`src/rtl/sop_sweeper_if.sv`:
```
// Stimulus/response bundle between the sweeper and the 4-input SOP stage it exercises.
// Includes the sweep control and the result signals.
interface sop_sweeper_if;
    localparam int unsigned TT_W  = 16;
    localparam int unsigned CNT_W = 5;
    localparam int unsigned IDX_W = 4;

    logic               start;
    logic               f_s;
    logic               a;
    logic               b;
    logic               c;
    logic               d;
    logic               busy;
    logic               done;
    logic [TT_W-1:0]    truth_table;
    logic [CNT_W-1:0]   ones_count;
    logic               pass;
    logic               fail_valid;
    logic [IDX_W-1:0]   first_fail;

    modport master (
        input  start, f_s,
        output a, b, c, d, busy, done, truth_table, ones_count, pass, fail_valid, first_fail
    );

    modport slave (
        output start, f_s,
        input  a, b, c, d, busy, done, truth_table, ones_count, pass, fail_valid, first_fail
    );
endinterface

```
`src/rtl/sop_sweeper.sv`:
```
// Exhaustive 16-vector sweeper for a 4-input SOP stage: drives {a,b,c,d}, captures f_s,
// and reports the captured truth table, its ones count and the first mismatch against EXPECTED.
module sop_sweeper #(
    parameter int unsigned SETTLE   = 1,
    parameter logic [15:0] EXPECTED = 16'h55B5
) (
    input  logic          clk,
    input  logic          rst_n,
    sop_sweeper_if.master bus
);
    localparam int unsigned IDX_W = 4;
    localparam int unsigned SET_W = 3;
    localparam int unsigned CNT_W = 5;
    localparam int unsigned TT_W  = 16;

    typedef enum logic [1:0] {IDLE, SWEEP, DONE} state_t;

    state_t             state_q, state_d;
    logic [IDX_W-1:0]   idx_q, idx_d;
    logic [SET_W-1:0]   settle_q, settle_d;
    logic               busy_q, busy_d;
    logic               done_q, done_d;
    logic [TT_W-1:0]    tt_q, tt_d;
    logic [CNT_W-1:0]   ones_q, ones_d;
    logic               pass_q, pass_d;
    logic               fv_q, fv_d;
    logic [IDX_W-1:0]   ff_q, ff_d;

    // State and result registers; reset wipes any partial sweep.
    always_ff @(posedge clk or negedge rst_n) begin
        if (!rst_n) begin
            state_q  <= IDLE;
            idx_q    <= '0;
            settle_q <= '0;
            busy_q   <= 1'b0;
            done_q   <= 1'b0;
            tt_q     <= '0;
            ones_q   <= '0;
            pass_q   <= 1'b0;
            fv_q     <= 1'b0;
            ff_q     <= '0;
        end else begin
            state_q  <= state_d;
            idx_q    <= idx_d;
            settle_q <= settle_d;
            busy_q   <= busy_d;
            done_q   <= done_d;
            tt_q     <= tt_d;
            ones_q   <= ones_d;
            pass_q   <= pass_d;
            fv_q     <= fv_d;
            ff_q     <= ff_d;
        end
    end

    // Next-state logic; busy/done/vector are computed one edge ahead so they come out registered.
    always_comb begin
        state_d  = state_q;
        idx_d    = idx_q;
        settle_d = settle_q;
        busy_d   = 1'b0;
        done_d   = 1'b0;
        tt_d     = tt_q;
        ones_d   = ones_q;
        pass_d   = pass_q;
        fv_d     = fv_q;
        ff_d     = ff_q;

        case (state_q)
            IDLE: begin
                if (bus.start) begin
                    state_d  = SWEEP;
                    idx_d    = '0;
                    settle_d = '0;
                    busy_d   = 1'b1;
                    tt_d     = '0;
                    ones_d   = '0;
                    pass_d   = 1'b0;
                    fv_d     = 1'b0;
                    ff_d     = '0;
                end
            end
            SWEEP: begin
                busy_d = 1'b1;
                if (settle_q == SET_W'(SETTLE)) begin
                    tt_d[idx_q] = bus.f_s;
                    ones_d      = ones_q + CNT_W'(bus.f_s);
                    if ((bus.f_s != EXPECTED[idx_q]) && !fv_q) begin
                        fv_d = 1'b1;
                        ff_d = idx_q;
                    end
                    settle_d = '0;
                    if (idx_q == IDX_W'(15)) begin
                        // Pass must include the mismatch seen on this final sample.
                        state_d = DONE;
                        busy_d  = 1'b0;
                        done_d  = 1'b1;
                        idx_d   = '0;
                        pass_d  = !fv_d;
                    end else begin
                        idx_d = idx_q + IDX_W'(1);
                    end
                end else begin
                    settle_d = settle_q + SET_W'(1);
                end
            end
            DONE: begin
                state_d = IDLE;
            end
            default: begin
                state_d = IDLE;
            end
        endcase
    end

    assign {bus.a, bus.b, bus.c, bus.d} = idx_q;
    assign bus.busy        = busy_q;
    assign bus.done        = done_q;
    assign bus.truth_table = tt_q;
    assign bus.ones_count  = ones_q;
    assign bus.pass        = pass_q;
    assign bus.fail_valid  = fv_q;
    assign bus.first_fail  = ff_q;
endmodule

```
`src/flat_wrapper.sv`:
```
// flat-port wrapper written by rule: the top's interface ports become plain ports
module sop_sweeper_flat 
#(
    parameter int unsigned SETTLE   = 1,
    parameter logic [15:0] EXPECTED = 16'h55B5
)
  (clk, rst_n, bus_start, bus_f_s, bus_a, bus_b, bus_c, bus_d, bus_busy, bus_done, bus_truth_table, bus_ones_count, bus_pass, bus_fail_valid, bus_first_fail);
  sop_sweeper_if bus_i ();
  input  logic clk;
  input  logic rst_n;
  input wire logic [$bits(bus_i.start)-1:0] bus_start;
  input wire logic [$bits(bus_i.f_s)-1:0] bus_f_s;
  output wire logic [$bits(bus_i.a)-1:0] bus_a;
  output wire logic [$bits(bus_i.b)-1:0] bus_b;
  output wire logic [$bits(bus_i.c)-1:0] bus_c;
  output wire logic [$bits(bus_i.d)-1:0] bus_d;
  output wire logic [$bits(bus_i.busy)-1:0] bus_busy;
  output wire logic [$bits(bus_i.done)-1:0] bus_done;
  output wire logic [$bits(bus_i.truth_table)-1:0] bus_truth_table;
  output wire logic [$bits(bus_i.ones_count)-1:0] bus_ones_count;
  output wire logic [$bits(bus_i.pass)-1:0] bus_pass;
  output wire logic [$bits(bus_i.fail_valid)-1:0] bus_fail_valid;
  output wire logic [$bits(bus_i.first_fail)-1:0] bus_first_fail;
  assign bus_i.start = bus_start;
  assign bus_i.f_s = bus_f_s;
  assign bus_a = bus_i.a;
  assign bus_b = bus_i.b;
  assign bus_c = bus_i.c;
  assign bus_d = bus_i.d;
  assign bus_busy = bus_i.busy;
  assign bus_done = bus_i.done;
  assign bus_truth_table = bus_i.truth_table;
  assign bus_ones_count = bus_i.ones_count;
  assign bus_pass = bus_i.pass;
  assign bus_fail_valid = bus_i.fail_valid;
  assign bus_first_fail = bus_i.first_fail;
  sop_sweeper #(.SETTLE(SETTLE), .EXPECTED(EXPECTED)) u_core (.clk(clk), .rst_n(rst_n), .bus(bus_i));
endmodule
```
`config.mk`:
```
export PLATFORM = sky130hd
export DESIGN_NAME = sop_sweeper_flat
export DESIGN_NICKNAME = d
export VERILOG_FILES = /design/src/rtl/sop_sweeper_if.sv /design/src/rtl/sop_sweeper.sv /design/src/flat_wrapper.sv
export SDC_FILE = /design/constraint.sdc
export NUM_CORES = 1
export LEC_CHECK = 0
export ABC_AREA = 1
export BUFFER_PORTS_ARGS = -buffer_cell sky130_fd_sc_hd__buf_2
export CAP_MARGIN = 15
export CORE_ASPECT_RATIO = 0.9
export CORE_UTILIZATION = 55
export CTS_CLUSTER_DIAMETER = 100
export DETAILED_ROUTE_END_ITERATION = 7
export PLACE_DENSITY = 0.79
export SLEW_MARGIN = 5
export SYNTH_ARGS = -nofsm -noshare
export SYNTH_HDL_FRONTEND = slang
export SYNTH_SLANG_ARGS = --single-unit
```
`constraint.sdc`:
```
create_clock -name clk -period 3.6 [get_ports clk]
set_clock_uncertainty 0.1 [all_clocks]
set_input_delay 0.54 -clock clk [delete_from_list [all_inputs] [get_ports clk]]
set_output_delay 0.54 -clock clk [all_outputs]
set_load 0.01 [all_outputs]
```
==> impl_metrics.toml <==
[clock_network]
clock_latency_ps = 290
post_cts.resized_instances = 0
htreeDepth = 2
clk_pin_slew_worst_paths_ps = 70
postCtsHoldBufs = 0
post_cts_setup_buffers = 0
clock_tree.root_cell = "clkbuf_8"
cts_tree = "built"
numClockSinks = 38
cts.path.max_buffers = 2
tritoncts_buffers = 5

[die]
top_level_ports = 37
die-width_microns = 66.2
start_util_pct = 59.1
fp.dieArea_sq_um = 3960
core_area_sq_um = 3450
std_cell_rows = 20
floorplan.die.height_microns = 59.8

[detailed_routing]
detail_route.iter0.violations = 112
route.final.wire_length_microns = 4200
remaining_drc_errors = 0
drt.antenna.violating_nets = 0
dr.pass1.iters = 5
via_count = 1708
routed_wire_length_per_instance_microns = 13.0
vias_per_cell = 5.27

[synthesis]
synth_top_flop_cell = "dfrtp_1"
netlist-cell-type-count = 28
yosysWarnings = 0
netlist.area_leader.share_pct = 46.6
post_syn_area_sq_um = 2040
synth_top_cells_by_area = "dfrtp_1, nand2_1, nand3_1, inv_1, o21ai_1"
synth_largest_area_cell = "dfrtp_1"
asyncSetResetFlopFracSynth_pct = 100
synth_cells = 245
synth_area_per_cell_sq_um = 8.33
synth_sequential_area_ratio_pct = 46.6
synth_edf_count = 0
synth.cells.most_frequent = "nand2_1, dfrtp_1, inv_1"
yosys_register_bits = 38
synth_most_common_cell = "nand2_1"
synth_nets = 256

[finish]
antenna_cells = 0
fin_util_pct = 67.5
nets = 290
multiInputGateArea_sq_um = 902
final_cell_area_sq_um = 2330
register_area_sq_um = 951
layoutNonFillerInstCount = 324
syn_to_final_growth_pct = 14.3
final_layout_fill_cell_count = 300
final_layout_size_suffix_gt1_share_pct = 19.3

[critical_path]
crit_path_max_fanout = 33
critical_path_class = "reg -> reg"
crit-reg2reg-capture = "u_core.bus.first_fail[3]"
crit_path_frequent_cell = "nand3_1"
critPathArrivalTime_ps = 1950
crit_slowest_cell = "dfrtp_1"
r2r-start = "u_core.state_q[0]"
worstRegToRegCells = 7
crit_path_cell_trace = "inv_2 > nor2_8 > nand3_4 > nand2_4 > nand3_1 > nand3_1 > nand2_1"
critPathLaunchType = "register"
crit_path_max_incr_delay_ps = 440
worst_setup_path_end_kind = "register"
cp.required_ps = 3670
reg2reg_setup_slack_ps = 1730

[global_route]
via_count_of_the_first_global_routing_pass = 1576
grt_use_total_pct = 24.7
first_pass_grt_wire_length_microns = 7250
grt_antenna_before_repair = 0
grt_start_max_net_pins = 39
globalRouteOverflowTotal = 0

[timing]
totalNegativeSetupSlack_ps = 0
timing.final.max_slew_violations = 0
setup_viol = 0
worstMarginPinSlew_ps = 827
finalHoldViolCount = 0
grt_setup_unrepaired = "false"
post-route-min-period_ps = 1870
postLayoutSetupSlackWorst_ps = 1730
maxClockFrequency_ghz = 0.534
min_period_over_period_pct = 52.0
timing.max_slew.rel_slack_pct = 44.9
timing.hold.ws_ps = 242

[power_and_ir_drop]
power.density_cell_area_nw_per_um2 = 703
p_leak_nw = 1.20
irDropWorstVdd_uv = 390
p_total_mw = 1.64

[place]
placed_cells = 316
final_gp_congestion = 0.905
io_buffers = 36
place_ws_ps = 1740
dpl-instance-area_sq_um = 2220
dpl.hpwl_microns = 2950

[run_status]
run_status = "complete, no violations"

[min_path]
timing.hold.worst.class = "in -> async"

[run]
cap_viol_max_count = 0
flip-flops by register name, summed over array words and instances, names as in the netlist:
register                cells
u_core.idx_q                4
u_core.bus.truth_table     16
u_core.bus.ones_count       5
u_core.bus.busy             1
u_core.bus.done             1
u_core.state_q              2
u_core.settle_q             3
u_core.bus.pass             1
u_core.bus.first_fail       4
u_core.bus.fail_valid       1
layer usage:
| metal | wire length [microns] | share of wire, % | track usage (%) | up-vias |
|---|---|---|---|---|
| met5 | 0 | 0 | 0 | - |
| met3 | 283 | 6.7 | 4.77 | 8 |
| met2 | 1830 | 44 | 37.3 | 55 |
| li1 | - | - | - | 885 |
| met4 | 76 | 1.8 | 11.6 | 0 |
| met1 | 2010 | 48 | 34.3 | 760 |
worst max-delay path by stage:
stage                      startpoint                        to  slack (ps)  cells after the start
finish              u_core.state_q[0]  u_core.bus.first_fail[3]        1730                      7
floorplan             u_core.idx_q[0]  u_core.bus.first_fail[0]        2020                      9
global placement    u_core.state_q[0]  u_core.bus.first_fail[3]        1810                      7
CTS                 u_core.state_q[0]  u_core.bus.first_fail[3]        1720                      7
global route        u_core.state_q[0]  u_core.bus.first_fail[1]        1550                      7
detailed placement  u_core.state_q[0]  u_core.bus.first_fail[1]        1740                      7
where the power goes:
group / leakage, nW / total [mW] / switching, mW / internal [mW]
clock: 0.0575 / 0.339 / 0.146 / 0.193
combinational: 0.649 / 0.639 / 0.412 / 0.227
sequential: 0.491 / 0.661 / 0.110 / 0.551
cell usage in the layout (no fill, tap or decap), drive strengths merged, types with 7 or more instances in the layout:
master | netlist | final
nand2 | 43 | 43
ha | 7 | 7
nand4 | 14 | 14
inv | 35 | 35
o21ai | 22 | 22
a21oi | 10 | 10
dfrtp | 38 | 38
nand3 | 25 | 25
buf | 8 | 36
o21a | 9 | 9
nor3 | 8 | 8
nor2 | 19 | 19
clkbuf | 1 | 8
worst max-delay path, delay by kind of cell, from the launching register on:
kind	cells	cell delay (ps)
buffers and inverters	1	90
and+or+nand+nor	6	1150
DFF	1	440
final cells by class:
cell class | count | share of cell area (%)
flip-flops and latches | 38 | 40.8
multi-input cells | 163 | 38.7
repair buffers | 36 | 7.73
inverters | 35 | 5.74
clock buffers | 8 | 4.72
well taps | 44 | 2.36
cell families after synthesis:
| group | synth area share [%] |
|---|---|
| buffers and inverters | 9.20 |
| AND/OR/NAND/NOR | 26.9 |
| AO/OA/AOI/OAI | 12.1 |
| flip-flops | 46.6 |
| adder cells (fa/ha/maj) | 4.29 |
| XOR/XNOR | 0.859 |
(Power assumes the default switching activity.)
